File: src/rtl/sram_arbiter.sv
// Front end for the single-port SRAM controller. Shares the controller's user
// interface between the instruction-fetch and data ports with fixed priority
// to data, one transaction in flight, and a one-cycle ready pulse per access.
module sram_arbiter #(
  parameter int unsigned ACCESS_CYCLES = 2
) (
  input  logic        clk_50MHz,
  input  logic        rst,
  input  logic        i_req,
  input  logic [17:0] i_addr,
  output logic [15:0] i_rdata,
  output logic        i_ready,
  input  logic        d_req,
  input  logic        d_we,
  input  logic [17:0] d_addr,
  input  logic [15:0] d_wdata,
  output logic [15:0] d_rdata,
  output logic        d_ready,
  output logic        stall,
  output logic        ctl_en,
  output logic        ctl_op,
  output logic [17:0] ctl_addr,
  output logic [15:0] ctl_wdata,
  input  logic [15:0] ctl_rdata
);

  typedef enum logic [1:0] {StIdle, StBusy, StDone} state_e;

  localparam logic [2:0] AccessCnt = 3'(ACCESS_CYCLES);
  localparam logic       GrantI    = 1'b0;
  localparam logic       GrantD    = 1'b1;

  state_e      state_q, state_d;
  logic [2:0]  cnt_q, cnt_d;
  logic        grant_q, grant_d;
  logic        ctl_en_q, ctl_en_d;
  logic        ctl_op_q, ctl_op_d;
  logic [17:0] ctl_addr_q, ctl_addr_d;
  logic [15:0] ctl_wdata_q, ctl_wdata_d;
  logic [15:0] i_rdata_q, i_rdata_d;
  logic [15:0] d_rdata_q, d_rdata_d;
  logic        i_ready_q, i_ready_d;
  logic        d_ready_q, d_ready_d;

  // Next-state: issue from IDLE only, count out the access latency, then
  // spend one DONE cycle with ready high before accepting another request.
  always_comb begin
    state_d     = state_q;
    cnt_d       = cnt_q;
    grant_d     = grant_q;
    ctl_en_d    = 1'b0;
    ctl_op_d    = ctl_op_q;
    ctl_addr_d  = ctl_addr_q;
    ctl_wdata_d = ctl_wdata_q;
    i_rdata_d   = i_rdata_q;
    d_rdata_d   = d_rdata_q;
    i_ready_d   = 1'b0;
    d_ready_d   = 1'b0;

    unique case (state_q)
      StIdle: begin
        if (d_req) begin
          // Data wins: it belongs to the older instruction in the pipeline.
          grant_d     = GrantD;
          ctl_op_d    = d_we;
          ctl_addr_d  = d_addr;
          ctl_wdata_d = d_wdata;
          ctl_en_d    = 1'b1;
          cnt_d       = 3'd0;
          state_d     = StBusy;
        end else if (i_req) begin
          grant_d    = GrantI;
          ctl_op_d   = 1'b0;
          ctl_addr_d = i_addr;
          ctl_en_d   = 1'b1;
          cnt_d      = 3'd0;
          state_d    = StBusy;
        end
      end
      StBusy: begin
        cnt_d = cnt_q + 3'd1;
        if (cnt_q == AccessCnt) begin
          if (grant_q == GrantD) begin
            if (!ctl_op_q) d_rdata_d = ctl_rdata;
            d_ready_d = 1'b1;
          end else begin
            i_rdata_d = ctl_rdata;
            i_ready_d = 1'b1;
          end
          state_d = StDone;
        end
      end
      StDone: begin
        // No issue here, so a requester dropping req on its ready edge is not re-served.
        state_d = StIdle;
      end
      default: state_d = StIdle;
    endcase
  end

  // State and output registers; reset aborts any transaction without a ready pulse.
  always_ff @(posedge clk_50MHz or negedge rst) begin
    if (!rst) begin
      state_q     <= StIdle;
      cnt_q       <= 3'd0;
      grant_q     <= GrantI;
      ctl_en_q    <= 1'b0;
      ctl_op_q    <= 1'b0;
      ctl_addr_q  <= 18'd0;
      ctl_wdata_q <= 16'd0;
      i_rdata_q   <= 16'd0;
      d_rdata_q   <= 16'd0;
      i_ready_q   <= 1'b0;
      d_ready_q   <= 1'b0;
    end else begin
      state_q     <= state_d;
      cnt_q       <= cnt_d;
      grant_q     <= grant_d;
      ctl_en_q    <= ctl_en_d;
      ctl_op_q    <= ctl_op_d;
      ctl_addr_q  <= ctl_addr_d;
      ctl_wdata_q <= ctl_wdata_d;
      i_rdata_q   <= i_rdata_d;
      d_rdata_q   <= d_rdata_d;
      i_ready_q   <= i_ready_d;
      d_ready_q   <= d_ready_d;
    end
  end

  // Output mapping; stall drops in the ready cycle so the pipeline advances there.
  always_comb begin
    ctl_en    = ctl_en_q;
    ctl_op    = ctl_op_q;
    ctl_addr  = ctl_addr_q;
    ctl_wdata = ctl_wdata_q;
    i_rdata   = i_rdata_q;
    d_rdata   = d_rdata_q;
    i_ready   = i_ready_q;
    d_ready   = d_ready_q;
    stall     = (i_req & ~i_ready_q) | (d_req & ~d_ready_q);
  end

endmodule

File: config.mk
export PLATFORM = sky130hd
export DESIGN_NAME = sram_arbiter
export DESIGN_NICKNAME = d
export VERILOG_FILES = /design/src/rtl/sram_arbiter.sv
export SDC_FILE = /design/constraint.sdc
export NUM_CORES = 1
export LEC_CHECK = 0
export BUFFER_PORTS_ARGS = -buffer_cell sky130_fd_sc_hd__buf_2
export CORE_MARGIN = 2
export CORE_UTILIZATION = 50
export DETAILED_ROUTE_END_ITERATION = 10
export GPL_TIMING_DRIVEN = 0
export PLACE_DENSITY = 0.84
export RECOVER_POWER = 25
export SLEW_MARGIN = 20
export SYNTH_ARGS = -nofsm -noshare
export SYNTH_HDL_FRONTEND = slang
export SYNTH_SLANG_ARGS = --single-unit
File: constraint.sdc
create_clock -name clk_50MHz -period 2.51 [get_ports clk_50MHz]
set_input_delay 0.251 -clock clk_50MHz [delete_from_list [all_inputs] [get_ports clk_50MHz]]
set_output_delay 0.251 -clock clk_50MHz [all_outputs]
set_load 0.02 [all_outputs]
==> flow_metrics.env <==
export IMPL_netlist_cell_type_count=25
export IMPL_worst_setup_path_end_kind="flip-flop"
export IMPL_core_rowCount=29
export IMPL_antenna_violating_nets_left=0
export IMPL_drive_above_1_share_pct=72.4
export IMPL_critical_path_reg2reg_endpoint="i_rdata[7]"
export IMPL_yosysWarningCount=0
export IMPL_grt_usage_pct=20.0
export IMPL_run_status="completed"
export IMPL_detail_route_wirelength_um=6660
export IMPL_max_cap_viol_count=0
export IMPL_cts_buffers_inserted=9
export IMPL_register_area_um2=1900
export IMPL_peakVddDrop_uv=716
export IMPL_coreArea_um2=6280
export IMPL_hold_viol=0
export IMPL_finalWeightedCongestion=0.693
export IMPL_comb_power_share_pct=44.9
export IMPL_power_switching_uw=2170
export IMPL_grt_ovfl_total=0
export IMPL_die_width_um=84.0
export IMPL_first_global_vias=2308
export IMPL_async_sr_flop_fraction_pct=100
export IMPL_final_setup_viol_count=0
export IMPL_synth_ff_latch_count=76
export IMPL_layout_cells_most_common="buf_2"
export IMPL_highest_clock_frequency_the_design_can_meet_mhz=523
export IMPL_cts_root_buf="clkbuf_8"
export IMPL_drcViolationCount=0
export IMPL_p_int_uw=3680
export IMPL_setup_tns_ns=0
export IMPL_post_cts_resized_instances=0
export IMPL_sequential_area_share_after_synthesis_pct=59.4
export IMPL_syn_num_nets=270
export IMPL_cts_sinks=76
export IMPL_post_synth_instance_area_um2=3200
export IMPL_rrSetupSlack_ns=0.60
export IMPL_slew_limit_headroom_pct=40.1
export IMPL_h_tree_levels=3
export IMPL_final_period_minus_worst_setup_slack_ns=1.91
export IMPL_multi_input_logic_area_um2=1210
export IMPL_switching_share_pct=37.0
export IMPL_total_leakage_power_uw=0.00217
export IMPL_cts_setup_buffers=0
export IMPL_clock_tree_from_tritoncts="yes"
export IMPL_drv_slew=0
export IMPL_floorplan_die_area_um2=7060
export IMPL_pin_count_of_the_biggest_net_entering_global_routing=42
export IMPL_clk_insertion_delay_late_ns=0.33
export IMPL_worst_setup_path_type="reg -> reg"
export IMPL_grt_setup_unrepaired="no"
export IMPL_fill_cells=480
export IMPL_min_delay_path_class="in -> reg"
export IMPL_clock_pin_slew_on_the_worst_setup_and_hold_paths_ns=0.08
export IMPL_synthToLayoutAreaGrowth_pct=33.2
export IMPL_clockPowerShare_pct=17.8
export IMPL_holdPathEnd="ctl_op"
export IMPL_synthesis_instances=195
export IMPL_worst_clock_skew_ns=0.00810
export IMPL_use_met2_pct=34.8
export IMPL_cellPowerDensity_nw_per_um2=1370
export IMPL_worstSetupStartpointType="flip-flop"
export IMPL_layout_cells_most_common_list="buf_2, dfrtp_1, mux2_2"
export IMPL_first_pass_grt_wire_length_um=11100
export IMPL_clk_path_buf_depth=2
export IMPL_grt_antenna_before_repair=0
export IMPL_fin_worst_hold_slack_ns=0.143
export IMPL_min_delay_start="d_we"
export IMPL_rr_worst_depth=7
export IMPL_placement_io_buffers=143
export IMPL_average_routed_wire_per_standard_cell_um=15.4
export IMPL_synthesis_area_per_instance_um2=16.4
export IMPL_start_util_pct=51.0
export IMPL_drt_pass1_iter_count=3
export IMPL_top_level_ports=144
export IMPL_antenna_diode_count=0
export IMPL_arrival_ns=2.12
export IMPL_vias=2129
export IMPL_postSynth_topFlopCell="dfrtp_1"
export IMPL_detail_route_vias_per_cell=4.93
export IMPL_post_route_period_util_pct=76.2
export IMPL_groute_layer_met3_usage_pct=4.55
export IMPL_tightestPinTransition_ns=0.898
export IMPL_seq_power_share_pct=37.3
export IMPL_worst_r2r_startpoint="cnt_q[0]"
export IMPL_fp_dieH_um=84.0
export IMPL_post_synth_edffs=0
export IMPL_finish_net_count=426
export IMPL_detail_route_iter0_violations=72
export IMPL_worst_hold_path_num_cells=2
export IMPL_crit_required_ns=2.72
export IMPL_largest_driver_fanout_on_the_critical_path=10
export IMPL_detailedPlacementHpwl_um=5010
export IMPL_global_routing_usage_on_met1_pct=24.4
export IMPL_most_used_routing_layer="met2"
-- cells by family (layout without fill, tap and decap cells) --
kind of cell    after synthesis  in the layout  share of synthesized area (%)
simple gates                 13             13                           3.68
flops                        76             76                           59.4
compound gates                7              7                           1.49
mux                          84             84                           31.8
fa+ha+maj                     2              2                          0.782
buf+inv                      12            172                           2.58
xor+xnor                      1              1                          0.274
-- worst max path at each step --
stage | start | to | slack (ns)
floorplan | cnt_q[0] | i_rdata[1] | 0.85
global placement | cnt_q[0] | i_rdata[6] | 0.73
detailed placement | cnt_q[0] | i_rdata[7] | 0.68
CTS | cnt_q[0] | i_rdata[7] | 0.66
global route | cnt_q[0] | i_rdata[7] | 0.50
finish | cnt_q[0] | i_rdata[7] | 0.60
-- power groups by stage --
stage          clock network, uW  logic, uW  registers, uW
3_5_place_dp                   0       2670           2200
2_1_floorplan                  0       1080           2890
6_report                    1040       2630           2180
4_1_cts                     1070       2680           2190
5_1_grt                     1110       2810           2260
3_3_place_gp                   0       2590           2160
-- sequential cells by signal (all words and copies together) (netlist names) --
| name | flops |
|---|---|
| cnt_q | 3 |
| ctl_addr | 18 |
| ctl_en | 1 |
| ctl_op | 1 |
| ctl_wdata | 16 |
| d_rdata | 16 |
| d_ready | 1 |
| grant_q | 1 |
| i_rdata | 16 |
| i_ready | 1 |
| state_q | 2 |
-- per-stage QoR --
stage          util (%)  total power, uW  instance area (um^2)  worst slack (ns)  cells
2_1_floorplan         -             3970                  3200             0.846    195
3_3_place_gp       63.9             4760                  4010             0.731    415
3_5_place_dp       64.3             4870                  4040             0.681    416
4_1_cts            68.0             5930                  4270             0.661    432
5_1_grt            67.9             6180                  4260             0.502    432
6_report           67.9             5850                  4260             0.596    432
-- repair_timing --
action,in CTS,in global routing
setup endpoints to repair,0,0
hold endpoints to repair,35,0
hold buffers,1,0
-- worst max-delay path, cell delays in order (launching register included) --
cell and delay [ns]:
dfrtp_1 0.40, inv_1 0.08, ha_1 0.16, and4bb_1 0.33
nor2b_4 0.20, buf_6 0.16, buf_12 0.16, mux2_4 0.31
-- synthesized netlist by cell type (2+ instances only) --
master / n / area, um^2
o22ai_1: 2 / 12.5
dfrtp_1: 76 / 1900
nand2_1: 2 / 7.51
nor2_1: 2 / 7.51
ha_1: 2 / 25.0
buf_6: 2 / 22.5
buf_2: 5 / 25.0
inv_1: 4 / 15.0
o21ai_0: 2 / 10.0
mux2_2: 65 / 732
mux2_4: 19 / 285
-- layout make-up --
class | instances | share of cell area [%]
multi-input cells | 107 | 28.4
clock inverters | 4 | 1.70
well taps | 77 | 2.26
plain buffers | 8 | 1.58
inverters | 4 | 0.352
clock buffers | 11 | 3.55
repair buffers | 145 | 17.5
flip-flops and latches | 76 | 44.6
-- per-layer routing --
layer,vias up,share of wire [%]
met5,-,0
met4,0,0.89
met3,7,6.5
met2,90,51
met1,1027,42
li1,1005,-
Note: power is estimated with default switching activity, not from simulation.
